--- config.mk ---
export PLATFORM = sky130hd
export DESIGN_NAME = mem_access_unit_flat
export DESIGN_NICKNAME = d
export VERILOG_FILES = /design/src/rtl/mem_pkg.sv /design/src/rtl/mem_access_unit_if.sv /design/src/rtl/mem_lane_align.sv /design/src/rtl/mem_access_unit.sv /design/src/flat_wrapper.sv
export SDC_FILE = /design/constraint.sdc
export NUM_CORES = 1
export LEC_CHECK = 0
export ABC_CLOCK_PERIOD_IN_PS = 2270
export BUFFER_PORTS_ARGS = -buffer_cell sky130_fd_sc_hd__buf_2
export CAP_MARGIN = 0
export CORE_ASPECT_RATIO = 1.5
export CORE_MARGIN = 3
export CORE_UTILIZATION = 47
export CTS_CLUSTER_DIAMETER = 80
export DETAILED_ROUTE_END_ITERATION = 8
export HOLD_SLACK_MARGIN = 0.02
export PLACE_DENSITY_LB_ADDON = 0.3
export SYNTH_ARGS = -nofsm -noshare
export SYNTH_HDL_FRONTEND = slang
export SYNTH_SLANG_ARGS = --single-unit
--- constraint.sdc ---
create_clock -name clk -period 2.27 [get_ports clk]
set_clock_uncertainty 0.15 [all_clocks]
set_input_delay 0.454 -clock clk [delete_from_list [all_inputs] [get_ports clk]]
set_output_delay 0.454 -clock clk [all_outputs]
set_load 0.02 [all_outputs]
--- src/rtl/mem_pkg.sv ---
// Shared definitions for the data-RAM access unit.
//   - RV32I load/store funct3 encodings
//   - Controller state enumeration
package mem_pkg;

    localparam logic [2:0] F3_B  = 3'd0;  // LB / SB
    localparam logic [2:0] F3_H  = 3'd1;  // LH / SH
    localparam logic [2:0] F3_W  = 3'd2;  // LW / SW
    localparam logic [2:0] F3_BU = 3'd4;  // LBU
    localparam logic [2:0] F3_HU = 3'd5;  // LHU

    typedef enum logic [2:0] {
        IDLE,
        READ,
        CAPTURE,
        WRITE,
        RESP
    } mau_state_t;

endpackage

--- src/rtl/mem_access_unit_if.sv ---
// Request/response and RAM bus bundle for mem_access_unit.
//   req_*  : one load/store request from the datapath (valid/ready)
//   resp_* : one-cycle completion pulse with load data and error flag
//   mem_*  : word-wide RAM port (MemWrite, A, WD, RD)
// slave  : the access unit's view; master : the datapath/RAM side.
interface mem_access_unit_if;

    logic        req_valid;
    logic        req_ready;
    logic        req_we;
    logic [2:0]  req_funct3;
    logic [31:0] req_addr;
    logic [31:0] req_wdata;

    logic        resp_valid;
    logic [31:0] resp_rdata;
    logic        resp_err;

    logic        mem_we;
    logic [31:0] mem_a;
    logic [31:0] mem_wd;
    logic [31:0] mem_rd;

    modport slave (
        input  req_valid, req_we, req_funct3, req_addr, req_wdata, mem_rd,
        output req_ready, resp_valid, resp_rdata, resp_err, mem_we, mem_a, mem_wd
    );

    modport master (
        output req_valid, req_we, req_funct3, req_addr, req_wdata, mem_rd,
        input  req_ready, resp_valid, resp_rdata, resp_err, mem_we, mem_a, mem_wd
    );

endinterface

--- src/rtl/mem_lane_align.sv ---
// Byte-lane alignment for sub-word accesses (purely combinational).
//   rdata_i     : word read from RAM
//   wdata_i     : store data (low byte/half used for SB/SH)
//   addr_lo_i   : byte offset within the word
//   funct3_i    : RV32I load/store funct3
//   load_data_o : extracted and sign/zero-extended load result
//   merged_o    : rdata_i with the store lane replaced by wdata_i
module mem_lane_align
    import mem_pkg::*;
(
    input  logic [31:0] rdata_i,
    input  logic [31:0] wdata_i,
    input  logic [1:0]  addr_lo_i,
    input  logic [2:0]  funct3_i,
    output logic [31:0] load_data_o,
    output logic [31:0] merged_o
);

    logic [7:0]  byte_sel;
    logic [15:0] half_sel;

    always_comb begin
        byte_sel = rdata_i[{addr_lo_i, 3'b000} +: 8];
        half_sel = addr_lo_i[1] ? rdata_i[31:16] : rdata_i[15:0];

        case (funct3_i)
            F3_B:    load_data_o = {{24{byte_sel[7]}}, byte_sel};
            F3_BU:   load_data_o = {24'b0, byte_sel};
            F3_H:    load_data_o = {{16{half_sel[15]}}, half_sel};
            F3_HU:   load_data_o = {16'b0, half_sel};
            default: load_data_o = rdata_i;
        endcase

        merged_o = rdata_i;
        case (funct3_i[1:0])
            2'd0:    merged_o[{addr_lo_i, 3'b000} +: 8]   = wdata_i[7:0];
            2'd1:    merged_o[{addr_lo_i[1], 4'b0000} +: 16] = wdata_i[15:0];
            default: merged_o = wdata_i;
        endcase
    end

endmodule

--- src/rtl/mem_access_unit.sv ---
// Requester-side controller for a word-wide data RAM with 1-cycle registered
// read and no byte enables. Serves one RV32I load/store at a time; SB/SH are
// done as read-modify-write.
//   clk, rst_n : clock, asynchronous active-low reset
//   bus        : request/response handshake and RAM port (slave modport)
module mem_access_unit
    import mem_pkg::*;
#(
    parameter int unsigned ADDRESS_WIDTH = 12,
    parameter int unsigned DATA_WIDTH    = 32
) (
    input  logic              clk,
    input  logic              rst_n,
    mem_access_unit_if.slave  bus
);

    mau_state_t            state_q, state_d;
    logic [1:0]            addr_lo_q, addr_lo_d;
    logic [2:0]            funct3_q, funct3_d;
    logic [DATA_WIDTH-1:0] wdata_q, wdata_d;
    logic                  we_q, we_d;
    logic [31:0]           mem_a_q, mem_a_d;
    logic [DATA_WIDTH-1:0] mem_wd_q, mem_wd_d;
    logic [DATA_WIDTH-1:0] resp_rdata_q, resp_rdata_d;
    logic                  resp_err_q, resp_err_d;

    logic                  req_err;
    logic                  misaligned;
    logic [31:0]           load_data;
    logic [31:0]           merged;

    // Address bits above the RAM size are dropped so accesses wrap.
    logic unused_addr_hi;
    assign unused_addr_hi = ^bus.req_addr[31:ADDRESS_WIDTH+2];

    mem_lane_align u_lane_align (
        .rdata_i     (bus.mem_rd),
        .wdata_i     (wdata_q),
        .addr_lo_i   (addr_lo_q),
        .funct3_i    (funct3_q),
        .load_data_o (load_data),
        .merged_o    (merged)
    );

    always_comb begin
        misaligned = 1'b0;
        case (bus.req_funct3[1:0])
            2'd1:    misaligned = bus.req_addr[0];
            2'd2:    misaligned = (bus.req_addr[1:0] != 2'b00);
            default: misaligned = 1'b0;
        endcase
        if (bus.req_we) begin
            req_err = (bus.req_funct3 > F3_W) || misaligned;
        end else begin
            req_err = (bus.req_funct3 inside {3'd3, 3'd6, 3'd7}) || misaligned;
        end
    end

    always_comb begin
        state_d      = state_q;
        addr_lo_d    = addr_lo_q;
        funct3_d     = funct3_q;
        wdata_d      = wdata_q;
        we_d         = we_q;
        mem_a_d      = mem_a_q;
        mem_wd_d     = mem_wd_q;
        resp_rdata_d = resp_rdata_q;
        resp_err_d   = resp_err_q;

        unique case (state_q)
            IDLE: begin
                if (bus.req_valid) begin
                    addr_lo_d = bus.req_addr[1:0];
                    funct3_d  = bus.req_funct3;
                    wdata_d   = bus.req_wdata;
                    we_d      = bus.req_we;
                    mem_a_d   = 32'(bus.req_addr[ADDRESS_WIDTH+1:2]);
                    if (req_err) begin
                        resp_err_d   = 1'b1;
                        resp_rdata_d = '0;
                        state_d      = RESP;
                    end else if (bus.req_we && bus.req_funct3 == F3_W) begin
                        mem_wd_d = bus.req_wdata;
                        state_d  = WRITE;
                    end else begin
                        state_d = READ;
                    end
                end
            end
            READ: begin
                state_d = CAPTURE;
            end
            CAPTURE: begin
                if (we_q) begin
                    mem_wd_d = merged;
                    state_d  = WRITE;
                end else begin
                    resp_rdata_d = load_data;
                    resp_err_d   = 1'b0;
                    state_d      = RESP;
                end
            end
            WRITE: begin
                resp_rdata_d = '0;
                resp_err_d   = 1'b0;
                state_d      = RESP;
            end
            RESP: begin
                state_d = IDLE;
            end
            default: begin
                state_d = IDLE;
            end
        endcase
    end

    always_ff @(posedge clk or negedge rst_n) begin
        if (!rst_n) begin
            state_q      <= IDLE;
            addr_lo_q    <= '0;
            funct3_q     <= '0;
            wdata_q      <= '0;
            we_q         <= 1'b0;
            mem_a_q      <= '0;
            mem_wd_q     <= '0;
            resp_rdata_q <= '0;
            resp_err_q   <= 1'b0;
        end else begin
            state_q      <= state_d;
            addr_lo_q    <= addr_lo_d;
            funct3_q     <= funct3_d;
            wdata_q      <= wdata_d;
            we_q         <= we_d;
            mem_a_q      <= mem_a_d;
            mem_wd_q     <= mem_wd_d;
            resp_rdata_q <= resp_rdata_d;
            resp_err_q   <= resp_err_d;
        end
    end

    assign bus.req_ready  = (state_q == IDLE);
    assign bus.resp_valid = (state_q == RESP);
    assign bus.mem_we     = (state_q == WRITE);
    assign bus.mem_a      = mem_a_q;
    assign bus.mem_wd     = mem_wd_q;
    assign bus.resp_rdata = resp_rdata_q;
    assign bus.resp_err   = resp_err_q;

endmodule

--- src/flat_wrapper.sv ---
// flat-port wrapper written by rule: the top's interface ports become plain ports
module mem_access_unit_flat import mem_pkg::*;
#(
    parameter int unsigned ADDRESS_WIDTH = 12,
    parameter int unsigned DATA_WIDTH    = 32
)
  (clk, rst_n, bus_req_valid, bus_req_we, bus_req_funct3, bus_req_addr, bus_req_wdata, bus_mem_rd, bus_req_ready, bus_resp_valid, bus_resp_rdata, bus_resp_err, bus_mem_we, bus_mem_a, bus_mem_wd);
  mem_access_unit_if bus_i ();
  input  logic clk;
  input  logic rst_n;
  input wire logic [$bits(bus_i.req_valid)-1:0] bus_req_valid;
  input wire logic [$bits(bus_i.req_we)-1:0] bus_req_we;
  input wire logic [$bits(bus_i.req_funct3)-1:0] bus_req_funct3;
  input wire logic [$bits(bus_i.req_addr)-1:0] bus_req_addr;
  input wire logic [$bits(bus_i.req_wdata)-1:0] bus_req_wdata;
  input wire logic [$bits(bus_i.mem_rd)-1:0] bus_mem_rd;
  output wire logic [$bits(bus_i.req_ready)-1:0] bus_req_ready;
  output wire logic [$bits(bus_i.resp_valid)-1:0] bus_resp_valid;
  output wire logic [$bits(bus_i.resp_rdata)-1:0] bus_resp_rdata;
  output wire logic [$bits(bus_i.resp_err)-1:0] bus_resp_err;
  output wire logic [$bits(bus_i.mem_we)-1:0] bus_mem_we;
  output wire logic [$bits(bus_i.mem_a)-1:0] bus_mem_a;
  output wire logic [$bits(bus_i.mem_wd)-1:0] bus_mem_wd;
  assign bus_i.req_valid = bus_req_valid;
  assign bus_i.req_we = bus_req_we;
  assign bus_i.req_funct3 = bus_req_funct3;
  assign bus_i.req_addr = bus_req_addr;
  assign bus_i.req_wdata = bus_req_wdata;
  assign bus_i.mem_rd = bus_mem_rd;
  assign bus_req_ready = bus_i.req_ready;
  assign bus_resp_valid = bus_i.resp_valid;
  assign bus_resp_rdata = bus_i.resp_rdata;
  assign bus_resp_err = bus_i.resp_err;
  assign bus_mem_we = bus_i.mem_we;
  assign bus_mem_a = bus_i.mem_a;
  assign bus_mem_wd = bus_i.mem_wd;
  mem_access_unit #(.ADDRESS_WIDTH(ADDRESS_WIDTH), .DATA_WIDTH(DATA_WIDTH)) u_core (.clk(clk), .rst_n(rst_n), .bus(bus_i));
endmodule
==> flow_metrics.tcl, run 1 <==
set metrics [dict create \
    drt_drc_violations_left 0 \
    cellLeakagePower_nw 3.90 \
    syn_avg_cell_area_um2 11.0 \
    die_w_um 101 \
    hpwl_um 13900 \
    crit_chain "clkinv_4 > ha_4 > inv_2 > a311o_2 > and3_4 > a221o_1 > mux2_4" \
    synth_area_leader_cell "dfrtp_1" \
    cp-start-kind "flip-flop" \
    worstRegToRegCells 7 \
    stdcell_count 933 \
    die-height_um 148 \
    clock_sinks 118 \
    setup.worst_path.end "u_core.bus.mem_wd[1]" \
    clockBufferDepth 2 \
    cp-startpoint "u_core.addr_lo_q[1]" \
    nNetsFinal 873 \
    grt_pass1_wl_um 29000 \
    antenna_left 0 \
    netlist_area_um2 6340 \
    area_growth_pct 29.7 \
    synth_edf_count 0 \
    reg2reg_from "u_core.addr_lo_q[1]" \
    finalPower_mw 12.5 \
    crit_path_max_fanout 8 \
    firstDrtPassIters 5 \
    syn-instance-count 577 \
    path_class "reg2reg" \
    gp_congestion 0.899 \
    regArea_um2 2960 \
    wire_per_inst_um 20.0 \
    nFillCells 1060 \
    vias 5377 \
    period_needed_ps 2230 \
    layout-drive-gt1-share 0.473 \
    worst_ep_arrival_time_ps 2380 \
    yosysWarnings 0 \
    reg2reg_setup_slack_ps 40 \
    yosys_register_bits 118 \
    grt-ovfl-total 0 \
    r2r-end "u_core.bus.mem_wd[1]" \
    finalSetupTns_ps 0 \
    cp_slowest_cell "a311o_2" \
    dp.cells 900 \
    diodes 0 \
    async_flop_share 1.00 \
    synth.distinct_cells 44 \
    pin_count 203 \
    coreArea_um2 13100 \
    htree_levels 4 \
    max_slew_margin 0.544 \
    grt_max_degree 53 \
    worst_pin_slew_ps 684 \
    endpoint_kind "flip-flop" \
    viasPerCell 5.76 \
    clock.fmax_ghz 0.448 \
    cp_num_cells 7 \
    setup_viol_count_final 0 \
    synth_area_leaders "dfrtp_1 (47%), mux2_2 (17%), a221oi_1 (4.4%)" \
    clock_latency_ps 410 \
    drt_iter0_drc 302 \
    ir_drop_mv 0.665 \
    multi_input_area_um2 3230 \
    rsz0062_at_grt "true" \
    min_path_type "in2reg" \
    grtUsageTotal 0.250 \
    maxCapViolCount 0 \
    final-hold-violation-count 0 \
    numPortBuffers 164 \
    cts_tree "yes" \
    clkTransAtPathRegs_ps 50 \
    clockRootBuffer "clkbuf_16" \
    antenna_found_initial 0 \
    start_util 0.485 \
    min_period_over_period 0.984 \
    seq_area_frac_synth 0.466 \
    slowest_delay_ps 440 \
    holdWs_ps 129 \
    synth_top_cell_area_share 0.466 \
    report.final.slew_viol_count 0 \
    ys.flop_type "dfrtp_1" \
    power_density_nw_per_um2 1520 \
    status "complete, no violations" \
    crit_required_ps 2410 \
    routed_wl_um 18600 \
    cts_buffers 17 \
    dieArea_um2 14900 \
    grt_pass1_vias 5456 \
    cp_top_family "compound AO/OA/AOI/OAI gates" \
    worst-path-buf-inv 2 \
    std_cell_rows 51 \
]
==> what timing repair did <==
item / in CTS / in global routing
pin swaps: 0 / 12
endpoints found under the hold margin: 31 / 0
gates resized for setup: 3 / 32
hold buffers: 1 / 0
setup endpoints to repair: 16 / 49
buffers inserted: 0 / 1
==> per-stage QoR <==
| step | area [um^2] | util | setup slack (ps) |
|---|---|---|---|
| floorplan | 6430 | - | 0.382 |
| detailed placement | 7520 | 0.575 | -97.2 |
| global placement | 7520 | 0.575 | -41.1 |
| CTS | 8080 | 0.617 | 14.4 |
| finish | 8220 | 0.629 | 36.2 |
| global route | 8220 | 0.629 | -37.7 |
==> layer usage <==
metal	wire length (um)	share of wire	global-route usage	up-vias
li1	-	-	-	2482
met1	7440	0.40	0.316	2632
met2	9530	0.51	0.423	227
met3	1120	0.060	0.0427	36
met4	548	0.029	0.0991	0
met5	0	0	0	-
==> sequential cells by signal, indices dropped and copies added, names as in the netlist <==
register / flops
u_core.addr_lo_q: 2
u_core.bus.mem_a: 12
u_core.bus.mem_wd: 32
u_core.bus.resp_err: 1
u_core.bus.resp_rdata: 32
u_core.funct3_q: 3
u_core.state_q: 3
u_core.wdata_q: 32
u_core.we_q: 1
==> cell usage after synthesis, types with 2 or more instances <==
cell,instances
dfrtp_1,118
mux2_2,96
nor2_1,54
a21oi_1,44
a221oi_1,32
clkbuf_1,26
a221o_1,24
buf_4,24
mux2i_1,17
nand2_1,17
a211oi_1,15
inv_1,15
o21ai_0,12
and2_1,9
and3_1,8
buf_2,8
ha_1,8
o21bai_1,7
nor2b_1,6
nor3_1,5
a22oi_1,3
and4_1,3
a211o_1,2
buf_1,2
nand2b_1,2
nor3b_1,2
==> cell usage in the layout, fill, tap and decap left out, drive strengths merged, types with 3 or more instances in the layout <==
cell type    n
clkbuf      21
a221oi      32
mux2        97
a211oi      15
clkinvlp     3
o21bai       7
nor3         5
clkinv       7
and4         3
a22oi        3
conb        20
nor2b        6
and2         9
mux2i       17
and3         8
ha           8
nor2        54
buf        206
o21ai       12
dfrtp      118
a21oi       45
nand2       17
inv         16
a221o       24
==> worst min path at each step <==
stage | startpoint | end | slack [ps] | cells after the start
2_1_floorplan | rst_n | u_core.addr_lo_q[0] | 8 | 0
6_report | bus_req_addr[5] | u_core.bus.mem_a[3] | 130 | 2
3_3_place_gp | rst_n | u_core.bus.mem_wd[2] | 280 | 1
4_1_cts | bus_req_addr[5] | u_core.bus.mem_a[3] | 120 | 2
5_1_grt | bus_req_addr[13] | u_core.bus.mem_a[11] | 120 | 2
3_5_place_dp | rst_n | u_core.bus.mem_wd[2] | 290 | 1
==> report_power, final <==
| part | leakage (nW) | switching (mW) | total [mW] | internal [mW] |
|---|---|---|---|---|
| combinational | 2.19 | 3.36 | 6.12 | 2.76 |
| sequential | 1.45 | 0.805 | 3.91 | 3.11 |
| clock | 0.258 | 0.935 | 2.45 | 1.51 |
==> worst reg2reg max path, delay by kind of cell, from the launching register on <==
family	cells	cell delay, ps
fa+ha+maj	1	270
buf+inv	2	130
simple gates	1	210
mux	1	260
compound gates	2	720
flops	1	390
==> cell type report <==
| cell class | instances | share of cell area |
|---|---|---|
| flip-flops and latches | 118 | 0.359 |
| repair buffers | 207 | 0.150 |
| multi-input cells | 401 | 0.393 |
| clock buffers | 21 | 0.0548 |
| well taps | 159 | 0.0242 |
| clock inverters | 10 | 0.0100 |
| inverters | 17 | 0.00867 |
==> cell families (layout without fill, tap and decap cells) <==
| family | count (synthesis) | in the layout | share of synthesized area |
|---|---|---|---|
| buf+inv | 77 | 255 | 0.0614 |
| fa+ha+maj | 8 | 8 | 0.0158 |
| flops | 118 | 118 | 0.466 |
| simple gates | 113 | 113 | 0.0880 |
| compound gates | 146 | 146 | 0.169 |
| mux | 114 | 114 | 0.199 |
| other cells | 1 | 20 | 0.000591 |
No activity file was read; power rests on OpenSTA's default activity.
==> inputs of run 2 (changes only) <==
--- a/config.mk
+++ b/config.mk
@@ -5,12 +5,12 @@
 export SDC_FILE = /design/constraint.sdc
 export NUM_CORES = 1
 export LEC_CHECK = 0
-export ABC_CLOCK_PERIOD_IN_PS = 2270
+export ABC_CLOCK_PERIOD_IN_PS = 2800
 export BUFFER_PORTS_ARGS = -buffer_cell sky130_fd_sc_hd__buf_2
 export CAP_MARGIN = 0
 export CORE_ASPECT_RATIO = 1.5
 export CORE_MARGIN = 3
-export CORE_UTILIZATION = 47
+export CORE_UTILIZATION = 55
 export CTS_CLUSTER_DIAMETER = 80
 export DETAILED_ROUTE_END_ITERATION = 8
 export HOLD_SLACK_MARGIN = 0.02
==> constraint.sdc (replaced) <==
create_clock -name clk -period 2.8 [get_ports clk]
set_clock_uncertainty 0.15 [all_clocks]
set_input_delay 0.56 -clock clk [delete_from_list [all_inputs] [get_ports clk]]
set_output_delay 0.56 -clock clk [all_outputs]
set_load 0.02 [all_outputs]
==> run 2 against run 1 <==
Compared with the run above:
- worst setup slack improved by 140 ps
- sequential power fell by 18%
- count of clock-buffer cells in the layout fell by 1
- critical path depth fell by 1
- final area fell by 5.1%
- worst hold slack improved by 110 ps
- final cell count fell by 3.5%
- global-route usage rose by 3.3 points
- routed wire length fell by 2.1%
- sequential share of layout area rose by 1.9 points
- non-clock buffer count fell by 20
==> flow_metrics.tcl, run 2 (synthesis results as in run 1) <==
set metrics [dict create \
    hpwl_um 13500 \
    diodes 0 \
    start_util 0.567 \
    holdWs_ps 235 \
    numPortBuffers 164 \
    layout-drive-gt1-share 0.420 \
    grt-ovfl-total 0 \
    die_w_um 93.7 \
    cts_hold_buffers 1 \
    power_density_nw_per_um2 1230 \
    wire_per_inst_um 20.3 \
    cp_top_family "simple AND/OR/NAND/NOR gates" \
    fin_area_um2 7810 \
    finalSetupTns_ps 0 \
    cellLeakagePower_nw 3.73 \
    coreArea_um2 11200 \
    swShare 0.416 \
    slowest_delay_ps 850 \
    endpoint_kind "flip-flop" \
    internal_power_mw 5.62 \
    pin_count 203 \
    die-height_um 137 \
    final-hold-violation-count 0 \
    path_class "reg2reg" \
    htree_levels 4 \
    viasPerCell 6.10 \
    cp-start-kind "flip-flop" \
    nNetsFinal 853 \
    drt_drc_violations_left 0 \
    power_frac_seq 0.331 \
    ir_drop_mv 0.705 \
    area_growth_pct 23.2 \
    dp_worst_setup_slack_ps 219 \
    clock_sinks 118 \
    antenna_left 0 \
    clockRootBuffer "clkbuf_16" \
    cts_resized 0 \
    setup_slack_ps 174 \
    p_switching_mw 4.01 \
    grt_pass1_wl_um 28000 \
    cts_setup_buffers 0 \
    grtUsageTotal 0.283 \
    antenna_found_initial 0 \
    gp_congestion 1.02 \
    min_path_type "in2reg" \
    vias 5491 \
    max_slew_margin 0.287 \
    clock.fmax_ghz 0.381 \
    period_needed_ps 2630 \
    place_area_um2 7290 \
    rsz0062_at_grt "false" \
    cts_buffers 17 \
    dieArea_um2 12900 \
    clockBufferDepth 2 \
    status "complete, no violations" \
    worst_pin_slew_ps 1060 \
    layout_commonest_cell "buf_2" \
    grt_pass1_vias 5298 \
    grt_max_degree 63 \
    drt_iter0_drc 451 \
    firstDrtPassIters 5 \
    clock_latency_ps 410 \
    reg2reg_setup_slack_ps 170 \
    share_comb_of_total_power 0.475 \
    clkTransAtPathRegs_ps 50 \
    nFillCells 844 \
    crit_required_ps 3000 \
    std_cell_rows 47 \
    crit_path_max_fanout 29 \
    crit_chain "buf_4 > nor2b_1 > or2_1 > nor3_1 > a221o_1 > mux2_2" \
    multi_input_area_um2 3080 \
    worst_ep_arrival_time_ps 2830 \
    routed_wl_um 18200 \
    cp_slowest_cell "nor3_1" \
    setup_viol_count_final 0 \
    clkPwrFrac 0.194 \
    min_period_over_period 0.938 \
    worst-path-buf-inv 1 \
    maxCapViolCount 0 \
    final_cell_mix "buf_2 (163), dfrtp_1 (118), mux2_2 (96)" \
    report.final.slew_viol_count 0 \
    cts_tree "yes" \
    regArea_um2 2950 \
]
-- run 2: worst reg2reg max path: stages (launching register included) --
cell	delay (ps)
dfrtp_1	360
buf_4	380
nor2b_1	140
or2_1	250
nor3_1	850
a221o_1	300
mux2_2	150
-- run 2: path summary, 6_finish.rpt --
check | start | endpoint | cells past startpoint
max | u_core.addr_lo_q[1] | u_core.bus.mem_wd[4] | 6
min | bus_req_addr[9] | u_core.bus.mem_a[7] | 2
max reg2reg | u_core.addr_lo_q[1] | u_core.bus.mem_wd[4] | 6
min reg2reg | u_core.bus.mem_wd[7] | u_core.bus.mem_wd[7] | 1
max in group asynchronous | rst_n | u_core.wdata_q[17] | 3
min in group asynchronous | rst_n | u_core.bus.resp_rdata[27] | 2
-- run 2: stage by stage --
stage | instances | util | total power [mW]
2_1_floorplan | 596 | - | 6.24
3_3_place_gp | 869 | 0.653 | 7.54
3_5_place_dp | 869 | 0.653 | 7.72
4_1_cts | 900 | 0.699 | 9.63
5_1_grt | 900 | 0.699 | 10.2
6_report | 900 | 0.699 | 9.63
-- run 2: power groups by stage --
stage	Clock (mW)	Combinational [mW]	Sequential, mW
after floorplan	0	2.65	3.59
after global placement	0	4.42	3.12
after detailed placement	0	4.54	3.17
after CTS	1.90	4.57	3.16
after global routing	1.97	4.92	3.27
final	1.87	4.58	3.19
-- run 2: area by class of cell --
class,instances,area share
clock buffer,20,0.0572
clock inverter,10,0.00769
inverter,17,0.00817
multi-input combinational,401,0.394
sequential,118,0.378
tap,147,0.0236
timing repair buffer,187,0.131
-- run 2: metal layers --
metal	part of all wire	global-route usage	vias up
li1	-	-	2431
met2	0.51	0.484	312
met4	0.028	0.104	0
met5	0	0	-
met3	0.074	0.0514	49
met1	0.38	0.359	2699
